File: config.mk
export PLATFORM = sky130hd
export DESIGN_NAME = fetch_unit
export DESIGN_NICKNAME = d
export VERILOG_FILES = /design/src/rtl/fetch_unit.sv
export SDC_FILE = /design/constraint.sdc
export NUM_CORES = 1
export LEC_CHECK = 0
export ABC_AREA = 1
export CORE_ASPECT_RATIO = 1.5
export CORE_MARGIN = 10
export CORE_UTILIZATION = 48
export DETAILED_ROUTE_END_ITERATION = 10
export PLACE_DENSITY = 0.9
export REMOVE_ABC_BUFFERS = 1
export SLEW_MARGIN = 20
export SYNTH_ARGS = -nofsm -noshare
export SYNTH_HDL_FRONTEND = slang
export SYNTH_SLANG_ARGS = --single-unit
File: constraint.sdc
create_clock -name clk -period 3.74 [get_ports clk]
set_input_delay 0.374 -clock clk [delete_from_list [all_inputs] [get_ports clk]]
set_output_delay 0.374 -clock clk [all_outputs]
set_load 0.02 [all_outputs]
File: src/rtl/fetch_unit.sv
// fetch_unit: instruction fetch stage.
// Owns the program counter, drives a synchronous instruction memory
// (imem_en / pc_addr) and hands each returned word to decode over a
// valid/ready handshake. The memory's one-cycle read latency is absorbed
// without a skid buffer: the memory output register holds while imem_en=0,
// so a stalled instruction stays visible on instr_out.
//
// Optional feature: define FETCH_MISALIGN_CHECK_EN to trap redirects whose
// target has redirect_pc[1:0] != 0. The trap halts fetch and raises a sticky
// fetch_misalign flag. Without the macro, the low two target bits are
// dropped and fetch_misalign is held at 0.
module fetch_unit #(
  parameter logic [31:0] RESET_PC = 32'h0000_0000
) (
  input  logic        clk,
  input  logic        rst_n,
  output logic        imem_en,
  output logic [31:0] pc_addr,
  input  logic [31:0] instr_out,
  input  logic        redirect_en,
  input  logic [31:0] redirect_pc,
  input  logic        halt_req,
  output logic        if_valid,
  input  logic        id_ready,
  output logic [31:0] if_instr,
  output logic [31:0] if_pc,
  output logic        fetch_misalign
);

  typedef enum logic [1:0] {
    ST_BOOT = 2'd0,
    ST_RUN  = 2'd1,
    ST_HALT = 2'd2
  } state_t;

  state_t      state_q, state_d;
  logic [31:0] pc_q, pc_d;
  logic [31:0] if_pc_q, if_pc_d;
  logic        if_valid_q, if_valid_d;
  logic        misalign_q, misalign_d;

  logic [31:0] redirect_tgt;
  logic        redirect_bad;
  logic        advance;

  // Redirect target conditioning: either flag misaligned targets or
  // silently force word alignment.
`ifdef FETCH_MISALIGN_CHECK_EN
  always_comb begin
    redirect_tgt = redirect_pc;
    redirect_bad = redirect_en && (redirect_pc[1:0] != 2'b00);
  end
`else
  logic unused_redirect_lsbs;
  assign unused_redirect_lsbs = ^redirect_pc[1:0];

  always_comb begin
    redirect_tgt = {redirect_pc[31:2], 2'b00};
    redirect_bad = 1'b0;
  end
`endif

  // Decode can take a new word when the IF slot is empty or being consumed.
  always_comb begin
    advance = !if_valid_q || id_ready;
  end

  // Next-state, memory request and IF-slot update.
  always_comb begin
    state_d    = state_q;
    imem_en    = 1'b0;
    pc_addr    = pc_q;
    pc_d       = pc_q;
    if_pc_d    = if_pc_q;
    if_valid_d = if_valid_q;
    misalign_d = misalign_q;

    case (state_q)
      ST_BOOT: begin
        // One idle cycle after reset; every input is ignored here.
        state_d = ST_RUN;
      end

      ST_RUN: begin
        if (redirect_en) begin
          // Redirect wins over halt and over a stall; the word now in IF
          // is dropped because the new fetch overwrites it, or because the
          // slot is cleared on a trapped target.
          pc_addr = redirect_tgt;
          if (redirect_bad) begin
            state_d    = ST_HALT;
            if_valid_d = 1'b0;
            misalign_d = 1'b1;
          end else begin
            imem_en    = 1'b1;
            misalign_d = 1'b0;
          end
        end else if (halt_req) begin
          // Any pending accept still completes this edge; nothing new issues
          // and the slot empties.
          state_d    = ST_HALT;
          if_valid_d = 1'b0;
        end else if (advance) begin
          imem_en = 1'b1;
        end
        // Otherwise stalled: everything holds, including the memory output.
      end

      ST_HALT: begin
        // Only a redirect leaves HALT.
        pc_addr = redirect_tgt;
        if (redirect_en) begin
          if (redirect_bad) begin
            misalign_d = 1'b1;
          end else begin
            imem_en    = 1'b1;
            state_d    = ST_RUN;
            misalign_d = 1'b0;
          end
        end
      end

      default: begin
        state_d    = ST_BOOT;
        if_valid_d = 1'b0;
      end
    endcase

    // A memory read fills the IF slot on the next cycle.
    if (imem_en) begin
      pc_d       = pc_addr + 32'd4;
      if_pc_d    = pc_addr;
      if_valid_d = 1'b1;
    end
  end

  // State and IF-slot registers, cleared asynchronously.
  always_ff @(posedge clk or negedge rst_n) begin
    if (!rst_n) begin
      state_q    <= ST_BOOT;
      pc_q       <= RESET_PC;
      if_pc_q    <= 32'h0000_0000;
      if_valid_q <= 1'b0;
      misalign_q <= 1'b0;
    end else begin
      state_q    <= state_d;
      pc_q       <= pc_d;
      if_pc_q    <= if_pc_d;
      if_valid_q <= if_valid_d;
      misalign_q <= misalign_d;
    end
  end

  assign if_valid       = if_valid_q;
  assign if_pc          = if_pc_q;
  assign if_instr       = instr_out;
  assign fetch_misalign = misalign_q;

endmodule

======== Word level (Yosys, flattened, before mapping) ========
Cells that the tools add are included.
word-level totals
  bits in registers ....................... 67
  bits of input ports ..................... 69
  output and inout port bits .............. 99
  word-level logic and storage cells ...... 34
operators by class
  $add $sub $neg .......................... 1
  eq/ne operators ......................... 8
  mux-type cells .......................... 15
  reduce and logical (&&, ||, !) cells .... 6
operator list
  cell                     number
  $pmux W32 S2             1
  $add A32 B3 Y32 const B  1
  $mux W32                 1
  $mux W1                  7
  $mux W2                  3
  $ne A2 B2 Y1 const B     3
  $ne A3 B3 Y1 const B     2
  $pmux W2 S3              1
  $reduce_and A3 Y1        2
  $pmux W1 S2              2
  $eq A2 B1 Y1 const B     1
  $eq A2 B2 Y1 const B     1
  $logic_not A2 Y1         1
  $ne A2 B1 Y1 const B     1
  $reduce_or A2 Y1         1
  $logic_not A1 Y1         1
  $logic_or A1 B1 Y1       1

======== Logic depth before layout (Yosys ltp) ========
Gate-level depths: netlist of the first run.
  depth after elaboration ................. 8
  mapped depth ............................ 17

======== Worst setup path after synthesis of the first run ========
No wires, ideal clock.
  path kind ............................... flip-flop to flip-flop
  start ................................... register state_q[0]
  end ..................................... register pc_q[28]
  arrival time ............................ 2.301 ns
  setup slack ............................. 1.321 ns
  cell stages (with the launch flop) ...... 15
  period minus slack after synthesis ...... 2.419 ns
  path through ............................ dfrtp_1 inv_1 ha_1 buf_4 inv_1 a21oi_2 o21ai_2 ha_1 nand2_1 nor2_4 nand3_2 o21ai_2 nand2_1 nand2_1 nand2_1
on the way
  cells in the longest elaborated chain, start to end .. 3
ends and longest elaborated chain
  item                                                 line  source
  start, declared                                      36    state_t state_q, state_d;
  start signal, assigned                               146   state_q <= state_d;
  $eq A2 B2 Y1 / $eq A2 B1 Y1 (equally long branches)  78    case (state_q)
  $pmux W32 S2 *                                       78
  net pc_addr[2]                                       18    output logic [31:0] pc_addr,
  $add A32 B3 Y32 *                                    131   pc_d = pc_addr + 32'd4;
  end signal, assigned                                 147   pc_q <= pc_d;
  end, declared                                        37    logic [31:0] pc_q, pc_d;
The timed path passes the listed nets; every way through them passes the cells marked *.
A chain may end at the register's enable or synchronous reset.

======== Final worst setup path of the first run ========
  start ................................... register state_q[1]
  end ..................................... output pc_addr[12]
on the way
  cells in the longest elaborated chain, start to end .. 2
ends and longest elaborated chain
  item                                                 line
  $eq A2 B2 Y1 / $eq A2 B1 Y1 (equally long branches)  78
  $pmux W32 S2 *                                       78
  end, declared                                        18
Mark *: on every way between the ends. The rest lies on a longest branch, timed or not.

==> results of run 1 <==
-- state kept, by name (all words and copies together), names as in the netlist --
name	count
if_pc	30
pc_q	32
state_q	2
if_valid	1
-- metrics by stage --
stage / utilization / setup WS, ns
2_1_floorplan: - / -0.295
6_report: 0.619 / 0.487
4_1_cts: 0.618 / 0.481
3_3_place_gp: 0.584 / 0.827
3_5_place_dp: 0.584 / 0.760
5_1_grt: 0.619 / 0.336
-- logic make-up after synthesis --
| kind of cell | Yosys count | share of synthesized area |
|---|---|---|
| XOR/XNOR | 1 | 0.00210 |
| adder cells (fa/ha/maj) | 6 | 0.0180 |
| other | 1 | 0.000898 |
| buffers and inverters | 91 | 0.127 |
| flip-flops | 65 | 0.390 |
| AND/OR/NAND/NOR | 344 | 0.375 |
| AO/OA/AOI/OAI | 63 | 0.0878 |
-- critical path: stages, from the launching register on --
cell and delay [ns]:
sky130_fd_sc_hd__dfrtp_1 0.40, sky130_fd_sc_hd__inv_1 0.13, sky130_fd_sc_hd__ha_1 0.30, sky130_fd_sc_hd__nand2_2 0.10, sky130_fd_sc_hd__nand2_2 0.41, sky130_fd_sc_hd__buf_4 0.31, sky130_fd_sc_hd__nand2_1 0.08, sky130_fd_sc_hd__nand2_1 0.17
sky130_fd_sc_hd__clkdlybuf4s50_1 0.65
-- cell usage in the layout, fill, tap and decap left out, drive strengths merged, types with 2 or more instances in the layout --
cell             n
ha               6
nand3           48
o211ai           5
nand3b           7
clkinv           2
nor2            82
inv             33
or2              3
a31oi            6
o21ai           31
dfrtp           65
buf              6
clkbuf          14
clkdlybuf4s50   99
o21a             4
a21oi           16
nand4           11
nand2          192
-- routing by layer --
metal,GRT usage,routed length [um],part of all wire,up-vias
met5,0.0306,34,0.0025,-
met4,0.0666,209,0.015,2
met3,0.0899,1250,0.093,19
met2,0.333,6550,0.48,175
met1,0.253,5480,0.41,1967
li1,-,-,-,1909
-- how the worst max path moves through the flow --
stage	start	endpoint	slack [ns]	cells past startpoint
after global placement	redirect_en	pc_q[24]	0.83	13
after CTS	state_q[1]	pc_addr[12]	0.48	8
after floorplan	state_q[0]	pc_q[30]	-0.29	8
after global routing	state_q[0]	pc_addr[30]	0.34	6
after detailed placement	redirect_en	pc_q[28]	0.76	13
final	state_q[1]	pc_addr[12]	0.49	8
-- layout make-up --
type,instances,area share
inverters,33,0.0237
clock inverters,2,0.00191
flip-flops and latches,65,0.311
repair buffers,105,0.198
well taps,107,0.0256
clock buffers,14,0.0542
multi-input cells,415,0.386
-- power groups by stage --
stage / logic [W] / clock network, W / registers [W]
2_1_floorplan: 0.00196 / 0 / 0.00136
3_3_place_gp: 0.00346 / 0 / 0.00117
3_5_place_dp: 0.00354 / 0 / 0.00119
4_1_cts: 0.00357 / 0.000833 / 0.00118
5_1_grt: 0.00390 / 0.000859 / 0.00122
6_report: 0.00356 / 0.000817 / 0.00118
==> impl_results.rst, run 1 <==
.. list-table::
   :header-rows: 1

   * - Metric
     - Value
   * - Result of the run
     - completed
   * - H-tree depth
     - 3
   * - Multi-input logic area
     - 0.00202 mm2
   * - GPL Wtd Cong
     - 0.871
   * - # hold bufs at CTS
     - 0
   * - Endpoint class of the critical path
     - output port
   * - Power per standard cell area
     - 1060 mW/mm2
   * - Arrival time reported for the critical path endpoint
     - 2.88 ns
   * - Reg clk slew, reported paths
     - 0.05 ns
   * - Sequential fraction of the synthesis area
     - 0.390
   * - Worst clock skew on the final layout
     - 0.00597 ns
   * - TritonCTS Buffers
     - 9
   * - Routed wire length
     - 13,500 um
   * - Initial core utilization
     - 0.493
   * - Most area-hungry cell type in the Yosys netlist
     - sky130_fd_sc_hd__dfrtp_1
   * - Fill count
     - 741
   * - Antenna-violating nets left
     - 0
   * - Sequential fraction of design power
     - 0.213
   * - Kind of path behind the tightest hold check
     - in2async
   * - Worst R2R Path Depth
     - 9
   * - Highest net fanout along the worst path
     - 20
   * - Clock Sinks
     - 65
   * - Via count
     - 4,072
   * - Routed length per placed instance
     - 18.3 um
   * - Peak clock frequency supported by timing
     - 307 MHz
   * - Start-to-end type of the worst setup path
     - reg2out
   * - Remaining global-route overflow
     - 0
   * - Synthesized cell area
     - 0.00418 mm2
   * - Post-synth top cells
     - sky130_fd_sc_hd__nand2_1 (170), sky130_fd_sc_hd__nor2_1 (76), sky130_fd_sc_hd__dfrtp_1 (65), sky130_fd_sc_hd__buf_4 (38), sky130_fd_sc_hd__nand3_1 (37)
   * - Maximum number of pins on one net before global-route repair
     - 73
   * - Peak ir drop on the vdd network
     - 0.000568 V
   * - Start of the worst register-to-register path
     - state_q[0]
   * - Synth warnings
     - 0
   * - DRC viols
     - 0
   * - Count of routing violations after the opening detailed-route iteration
     - 301
   * - Vertical extent of the die
     - 134 um
   * - Core footprint
     - 0.00846 mm2
   * - Fraction of final layout cells sized beyond drive strength 1
     - 0.115
   * - Final nets
     - 704
   * - Final Hold Fails
     - 0
   * - Synth area leaders
     - sky130_fd_sc_hd__dfrtp_1 (39%), sky130_fd_sc_hd__nand2_1 (15%), sky130_fd_sc_hd__buf_4 (6.8%)
   * - Max-slew headroom at the worst pin
     - 0.495
   * - Full die area
     - 0.0129 mm2
   * - Placed cell areas
     - 0.00494 mm2
   * - Total leakage power
     - 2.37 nW
   * - Number of global-route vias before repair
     - 4,215
   * - Required arrival time at the worst endpoint
     - 3.37 ns
   * - Area added between synthesis and finish
     - 25.4%
   * - Storage cell area
     - 0.00163 mm2
   * - Register-to-register path setup slack
     - 0.77 ns
   * - Clock latency of the later-clocked register in the worst-skew pair
     - 0.33 ns
   * - Internal portion of total power
     - 0.00283 W
   * - Clock Path Buffers
     - 2
   * - Flip-flop and latch count after synthesis
     - 65
   * - Unrepaired setup endpoints after global routing
     - false
   * - Initial antenna violation count
     - 0
   * - Gates resized, CTS repair
     - 0
   * - Clock network fraction of total power
     - 0.147
   * - Clock tree root buffer cell
     - sky130_fd_sc_hd__clkbuf_16
   * - Final Hold Slack
     - 0.0515 ns
   * - Most frequently used cell type in the post-synthesis netlist
     - sky130_fd_sc_hd__nand2_1
   * - Combinational share of power
     - 0.640
   * - Netlist cell types
     - 33
   * - Final Instance Count excl. Fillers
     - 741
   * - Area fraction of the dominant cell type after synthesis
     - 0.390
   * - Switching pwr
     - 0.00273 W
   * - Total inserted antenna cells
     - 0
   * - Shortest period the worst path allows
     - 3.25 ns
   * - Fraction of registers with async set or reset after synthesis
     - 1.00
   * - Placed Instances
     - 725
   * - Buffers inserted by post-CTS timing repair
     - 0
   * - Startpoint class of the critical path
     - flop
   * - Reported max-cap violation count
     - 0
   * - Total setup violations reported at the end of the flow
     - 0
   * - Buffers on Ports
     - 100
   * - Worst flop-to-flop path endpoint
     - pc_q[18]
   * - Primary FF master, synth
     - sky130_fd_sc_hd__dfrtp_1
   * - Total power of the final layout
     - 0.00556 W
   * - TritonCTS clock tree
     - built
   * - First-pass DRT Iterations
     - 6
   * - Final count of pins violating max slew
     - 0
   * - Cell Rows
     - 41
   * - Avg Cell Area, Syn
     - 7.31 um2
   * - Worst-margin pin slew
     - 0.758 ns
   * - Global-route wire length before repair
     - 21,400 um
   * - Number of top-level pins
     - 168
   * - Cell count after synthesis
     - 571
   * - Summed negative setup slack over all endpoints
     - 0 ns
   * - Share of the clock period used by the worst path after layout
     - 0.870
   * - Overall routing resource usage
     - 0.213
   * - Non-Filler Cell Area, Final
     - 0.00524 mm2
   * - Floorplan die width
     - 96.2 um
   * - Via/cell ratio
     - 5.50
   * - Estimated wirelength of the detail-placed design
     - 9830 um
   * - Proportion of total power due to net switching
     - 0.491
   * - EDFF count, synth
     - 0
Power figures use the tool's default switching activity.
==> run 2, diff against run 1 <==
- CAP_MARGIN: unset -> 10
==> results of run 2 <==
No change in the layout: final DEF, timing and power equal those of run 1.
==> run 3, diff against run 2 <==
- REMOVE_ABC_BUFFERS: 1 -> unset
- SKIP_CTS_REPAIR_TIMING: unset -> 1
==> run 3 against run 2 <==
  * Total power about the same
  * Critical path depth unchanged
  * Combinational power is 1% higher
  * Cell area shrank 0.33%
  * Sequential power about the same
  * Fmax is 0.67% lower
  * Highest routed layer is now met4
==> impl_results.rst, run 3 (synthesis gave the netlist of run 1 again) <==
.. list-table::
   :header-rows: 1

   * - Metric
     - Value
   * - Clock Path Buffers
     - 2 (unchanged)
   * - Shortest period the worst path allows
     - 3.27 ns (was 3.25 ns)
   * - Flip-flop count of the largest register after layout
     - 32 (unchanged)
   * - Reported max-cap violation count
     - 0 (unchanged)
   * - Via/cell ratio
     - 5.58 (was 5.50)
   * - Final Instance Count excl. Fillers
     - 741 (unchanged)
   * - Result of the run
     - completed (unchanged)
   * - Fraction of final layout cells sized beyond drive strength 1
     - 0.112 (was 0.115)
   * - Total leakage power
     - 2.36 nW (was 2.37 nW)
   * - Start-to-end type of the worst setup path
     - reg2out (unchanged)
   * - Worst R2R Path Depth
     - 10 (was 9)
   * - Final Hold Fails
     - 0 (unchanged)
   * - Count of routing violations after the opening detailed-route iteration
     - 323 (was 301)
   * - Remaining global-route overflow
     - 0 (unchanged)
   * - Via count
     - 4,137 (was 4,072)
   * - Most congested layer reported by global routing
     - met2 (unchanged)
   * - Start of the worst register-to-register path
     - state_q[1] (was state_q[0])
   * - Number of top-level pins
     - 168 (unchanged)
   * - Cell Rows
     - 41 (unchanged)
   * - Peak ir drop on the vdd network
     - 0.000899 V (was 0.000568 V)
   * - Core footprint
     - 0.00846 mm2 (unchanged)
   * - Startpoint class of the critical path
     - flop (unchanged)
   * - Share of the clock period used by the worst path after layout
     - 0.876 (was 0.870)
   * - Final count of pins violating max slew
     - 0 (unchanged)
   * - Power per standard cell area
     - 1060 mW/mm2 (about the same)
   * - Worst clock skew on the final layout
     - 0.00453 ns (was 0.00597 ns)
   * - Worst-margin pin slew
     - 0.876 ns (was 0.758 ns)
   * - Final nets
     - 706 (was 704)
   * - DRC viols
     - 0 (unchanged)
   * - TritonCTS Buffers
     - 9 (unchanged)
   * - Buffers on Ports
     - 100 (unchanged)
   * - Startpoint of the most critical setup path
     - state_q[1] (unchanged)
   * - Met3 Resource Use GR
     - 0.0687 (was 0.0899)
   * - Vertical extent of the die
     - 134 um (unchanged)
   * - Clock tree root buffer cell
     - sky130_fd_sc_hd__clkbuf_16 (unchanged)
   * - Full die area
     - 0.0129 mm2 (unchanged)
   * - Estimated wirelength of the detail-placed design
     - 9170 um (was 9830 um)
   * - Total inserted antenna cells
     - 0 (unchanged)
   * - Maximum number of pins on one net before global-route repair
     - 73 (unchanged)
   * - Biggest register
     - pc_q (unchanged)
   * - Routed wire length
     - 12,500 um (was 13,500 um)
   * - H-tree depth
     - 3 (unchanged)
   * - Overall routing resource usage
     - 0.198 (was 0.213)
   * - Highest-count cells in the layout ignoring fill and taps
     - sky130_fd_sc_hd__nand2_1 (169), sky130_fd_sc_hd__clkdlybuf4s50_1 (99), sky130_fd_sc_hd__nor2_1 (76), sky130_fd_sc_hd__dfrtp_1 (65), sky130_fd_sc_hd__nand3_1 (37) (unchanged)
   * - Highest net fanout along the worst path
     - 18 (was 20)
   * - Initial core utilization
     - 0.493 (unchanged)
   * - TritonCTS clock tree
     - built (unchanged)
   * - Global routing met1 resource utilization
     - 0.209 (was 0.253)
   * - Total setup violations reported at the end of the flow
     - 0 (unchanged)
   * - Placed Instances
     - 727 (was 725)
   * - Summed negative setup slack over all endpoints
     - 0 ns (unchanged)
   * - Number of global-route vias before repair
     - 4,213 (was 4,215)
   * - Required arrival time at the worst endpoint
     - 3.37 ns (about the same)
   * - Arrival time reported for the critical path endpoint
     - 2.90 ns (was 2.88 ns)
   * - Area added between synthesis and finish
     - 25.0% (was 25.4%)
   * - Global-route wire length before repair
     - 20,400 um (was 21,400 um)
   * - Routed length per placed instance
     - 16.8 um (was 18.3 um)
   * - Unrepaired setup endpoints after global routing
     - false (unchanged)
   * - Total power of the final layout
     - 0.00556 W (about the same)
   * - Clock Sinks
     - 65 (unchanged)
   * - First-pass DRT Iterations
     - 7 (was 6)
   * - Kind of path behind the tightest hold check
     - in2async (unchanged)
   * - Floorplan die width
     - 96.2 um (unchanged)
   * - Reg clk slew, reported paths
     - 0.05 ns (about the same)
   * - Antenna-violating nets left
     - 0 (unchanged)
   * - Net count after synthesis
     - 646
   * - Endpoint class of the critical path
     - output port (unchanged)
   * - Clock latency of the later-clocked register in the worst-skew pair
     - 0.34 ns (was 0.33 ns)
   * - Leading cell type in the layout, fill and taps excluded
     - sky130_fd_sc_hd__nand2_1 (unchanged)
   * - GPL Wtd Cong
     - 0.879 (was 0.871)
   * - Max-slew headroom at the worst pin
     - 0.416 (was 0.495)
   * - Peak clock frequency supported by timing
     - 305 MHz (was 307 MHz)
   * - Initial antenna violation count
     - 0 (unchanged)
   * - GR Util met2
     - 0.335 (was 0.333)
   * - Final Hold Slack
     - 0.156 ns (was 0.0515 ns)
-- run 3: final cells by class --
| type | instances | area (um2) |
|---|---|---|
| Multi-Input combinational cell | 415 | 2020 |
| Timing Repair Buffer | 107 | 1050 |
| Fill cell | 746 | 3250 |
| Tap cell | 107 | 134 |
| Sequential cell | 65 | 1630 |
| Clock buffer | 14 | 264 |
| Inverter | 33 | 124 |
-- run 3: layer usage --
layer | vias to the layer above | wire (um)
met4 | 0 | 416
li1 | 1927 | -
met1 | 1979 | 4480
met3 | 49 | 1170
met5 | - | 0
met2 | 182 | 6380
-- run 3: per-stage QoR --
step                worst slack [ns]  area [um2]  utilization
floorplan                       1.32        4180            -
global placement               0.835        4950        0.585
detailed placement             0.764        4950        0.585
CTS                            0.476        5220        0.617
global route                   0.357        5220        0.617
finish                         0.465        5220        0.617
-- run 3: final timing paths --
path                               end  slack (ns)
hold reg to reg               if_pc[6]        0.47
setup reg to reg              pc_q[22]        0.67
max in group asynchronous    if_pc[12]        2.68
min in group clk              if_pc[6]        0.47
setup / recovery           pc_addr[30]        0.47
hold / removal                if_pc[2]        0.16
-- run 3: critical path, cell delays in order (launching register included) --
cell and delay, ns:
sky130_fd_sc_hd__dfrtp_1 0.40, sky130_fd_sc_hd__inv_1 0.13, sky130_fd_sc_hd__ha_1 0.32, sky130_fd_sc_hd__nand2_2 0.10, sky130_fd_sc_hd__nand2_2 0.36, sky130_fd_sc_hd__buf_4 0.25, sky130_fd_sc_hd__nand3_1 0.08, sky130_fd_sc_hd__o21ai_0 0.19
sky130_fd_sc_hd__clkdlybuf4s50_1 0.72
-- run 3: power breakdown --
part	leakage [nW]	switching (W)	internal [W]
sequential	0.809	0.000160	0.00102
combinational	1.42	0.00230	0.00130
clock	0.129	0.000289	0.000478
total	2.36	0.00275	0.00280
==> variant, RTL diff (settings of run 1) <==
Add a define of `FETCH_MISALIGN_CHECK_EN`.
--- a/src/rtl/fetch_unit.sv
+++ b/src/rtl/fetch_unit.sv
@@ -11,2 +11,4 @@
 // dropped and fetch_misalign is held at 0.
+`define FETCH_MISALIGN_CHECK_EN
+
 module fetch_unit #(
Formal check against the unedited RTL: not equivalent (Yosys sat finds a counterexample within 4 cycles, from zero or initial values and one cycle with rst_n low).
==> variant against run 1 <==
- total power fell by 1.4%
- first-iteration DRC count rose by 24%
- critical path type unchanged
- setup slack got worse by 0.048 ns
- cell area rose by 2.9%
- synthesized cell count rose by 7.5%
- synthesized area rose by 2.6%
- combinational power fell by 4%
- wire length fell by 0.80%
- sequential cell count rose by 1
- core utilization fell by 0.47 points
==> variant: results (changes against run 1) <==
Run status
  • Status: complete, no violations (unchanged)

Critical path
  • Max Fanout on Critical Path: 16 (was 20)
  • Worst Path Arrival: 2.93 ns (was 2.88 ns)

Routing
  • Initial DRC Count: 372 (was 301)
  • DRT Pass-1 Iters: 5 (was 6)
  • WL/cell: 17.0 µm (was 18.3 µm)
  • Via count: 4284 (was 4072)

Power and ir drop
  • Cell leakage power: 0.00254 µW (was 0.00237 µW)
  • PwrDens: 1020 mW/mm² (was 1060 mW/mm²)
  • Pint: 2880 µW (was 2830 µW)
  • VDD IR max: 0.586 mV (was 0.568 mV)

Logic synthesis
  • Synth top area cells: dfrtp_1, nand2_1, buf_4, nand3_1, nor2_1 (was dfrtp_1, nand2_1, buf_4, nor2_1, nand3_1)
  • Register area share after synthesis: 38.6% (was 39.0%)
  • Commonest cells post-synth: nand2_1, dfrtp_1, nor2_1, nand3_1, inv_1 (was nand2_1, nor2_1, dfrtp_1, buf_4, nand3_1)
  • Post-synth cell types: 34 (was 33)

Placed design
  • I/O Buffers: 103 (was 100)
  • Routability Congestion: 0.912 (was 0.871)
  • Pre-CTS setup slack: 0.724 ns (was 0.760 ns)

Global route
  • Vias in the first global route: 4355 (was 4215)
  • Largest net degree at the start of global routing: 90 (was 73)
  • First-pass GRT wire length: 21.2 mm (was 21.4 mm)

Layout
  • Fin nets: 752 (was 704)
  • Layout cell share with drive strength beyond 1: 8.22% (was 11.5%)

STA
  • Final Skew: 0.00514 ns (was 0.00597 ns)
  • Worst rel slew slack: 42.2% (was 49.5%)
## variant: cell count changes in the layout (fill, tap and decap cells not counted), moves of 11 or more
cell	change
o21a_1	+11
inv_1	+24
a21oi_1	-11
nand3_1	+18
nand2_1	+34
nor2_1	-17
## variant: cells by family after synthesis
family / after synthesis / synth area share (%)
compound gates: 70 / 10.2
xor+xnor: 2 / 0.409
fa+ha+maj: 6 / 1.75
buf+inv: 119 / 14.6
flops: 66 / 38.6
simple gates: 351 / 34.5
## variant: worst paths after layout
check                      slack (ns)                   end  depth (start not counted)
hold / removal                   0.10  if_pc[5]$_DFFE_PN0P_                          1
setup reg to reg                 0.73  pc_q[24]$_DFFE_PN0P_                         16
max in group asynchronous        2.68  pc_q[28]$_DFFE_PN0P_                          2
min in group clk                 0.48   pc_q[9]$_DFFE_PN0P_                          2
hold reg to reg                  0.48   pc_q[9]$_DFFE_PN0P_                          2
setup / recovery                 0.44           pc_addr[30]                          7
## variant: power by group through the flow
stage / clock network [µW] / logic, µW / registers (µW)
2_1_floorplan: 0 / 1770 / 1420
3_3_place_gp: 0 / 3330 / 1220
3_5_place_dp: 0 / 3410 / 1240
4_1_cts: 838 / 3440 / 1230
5_1_grt: 869 / 3730 / 1270
6_report: 827 / 3420 / 1230
## variant: routing by layer
layer	share of wire [%]	wire, µm	track usage [%]	vias to the layer above
li1	-	-	-	2038
met1	41	5440	22.3	2027
met2	48	6420	32.5	189
met3	9.3	1250	8.17	28
met4	2.1	276	7.48	2
met5	0.27	36	3.05	-
## variant: through the flow
| step | total power [µW] | std cells |
|---|---|---|
| finish | 5480 | 791 |
| CTS | 5510 | 791 |
| detailed placement | 4650 | 776 |
| global placement | 4550 | 776 |
| global route | 5860 | 791 |
| floorplan | 3200 | 557 |
## variant: area by class of cell
cell class / instances / area (µm²)
fillers: 769 / 3390
multi-input cells: 429 / 2010
flip-flops and latches: 66 / 1650
repair buffers: 109 / 1070
clock buffers: 12 / 246
inverters: 62 / 233
well taps: 110 / 138
clock inverters: 3 / 40.0
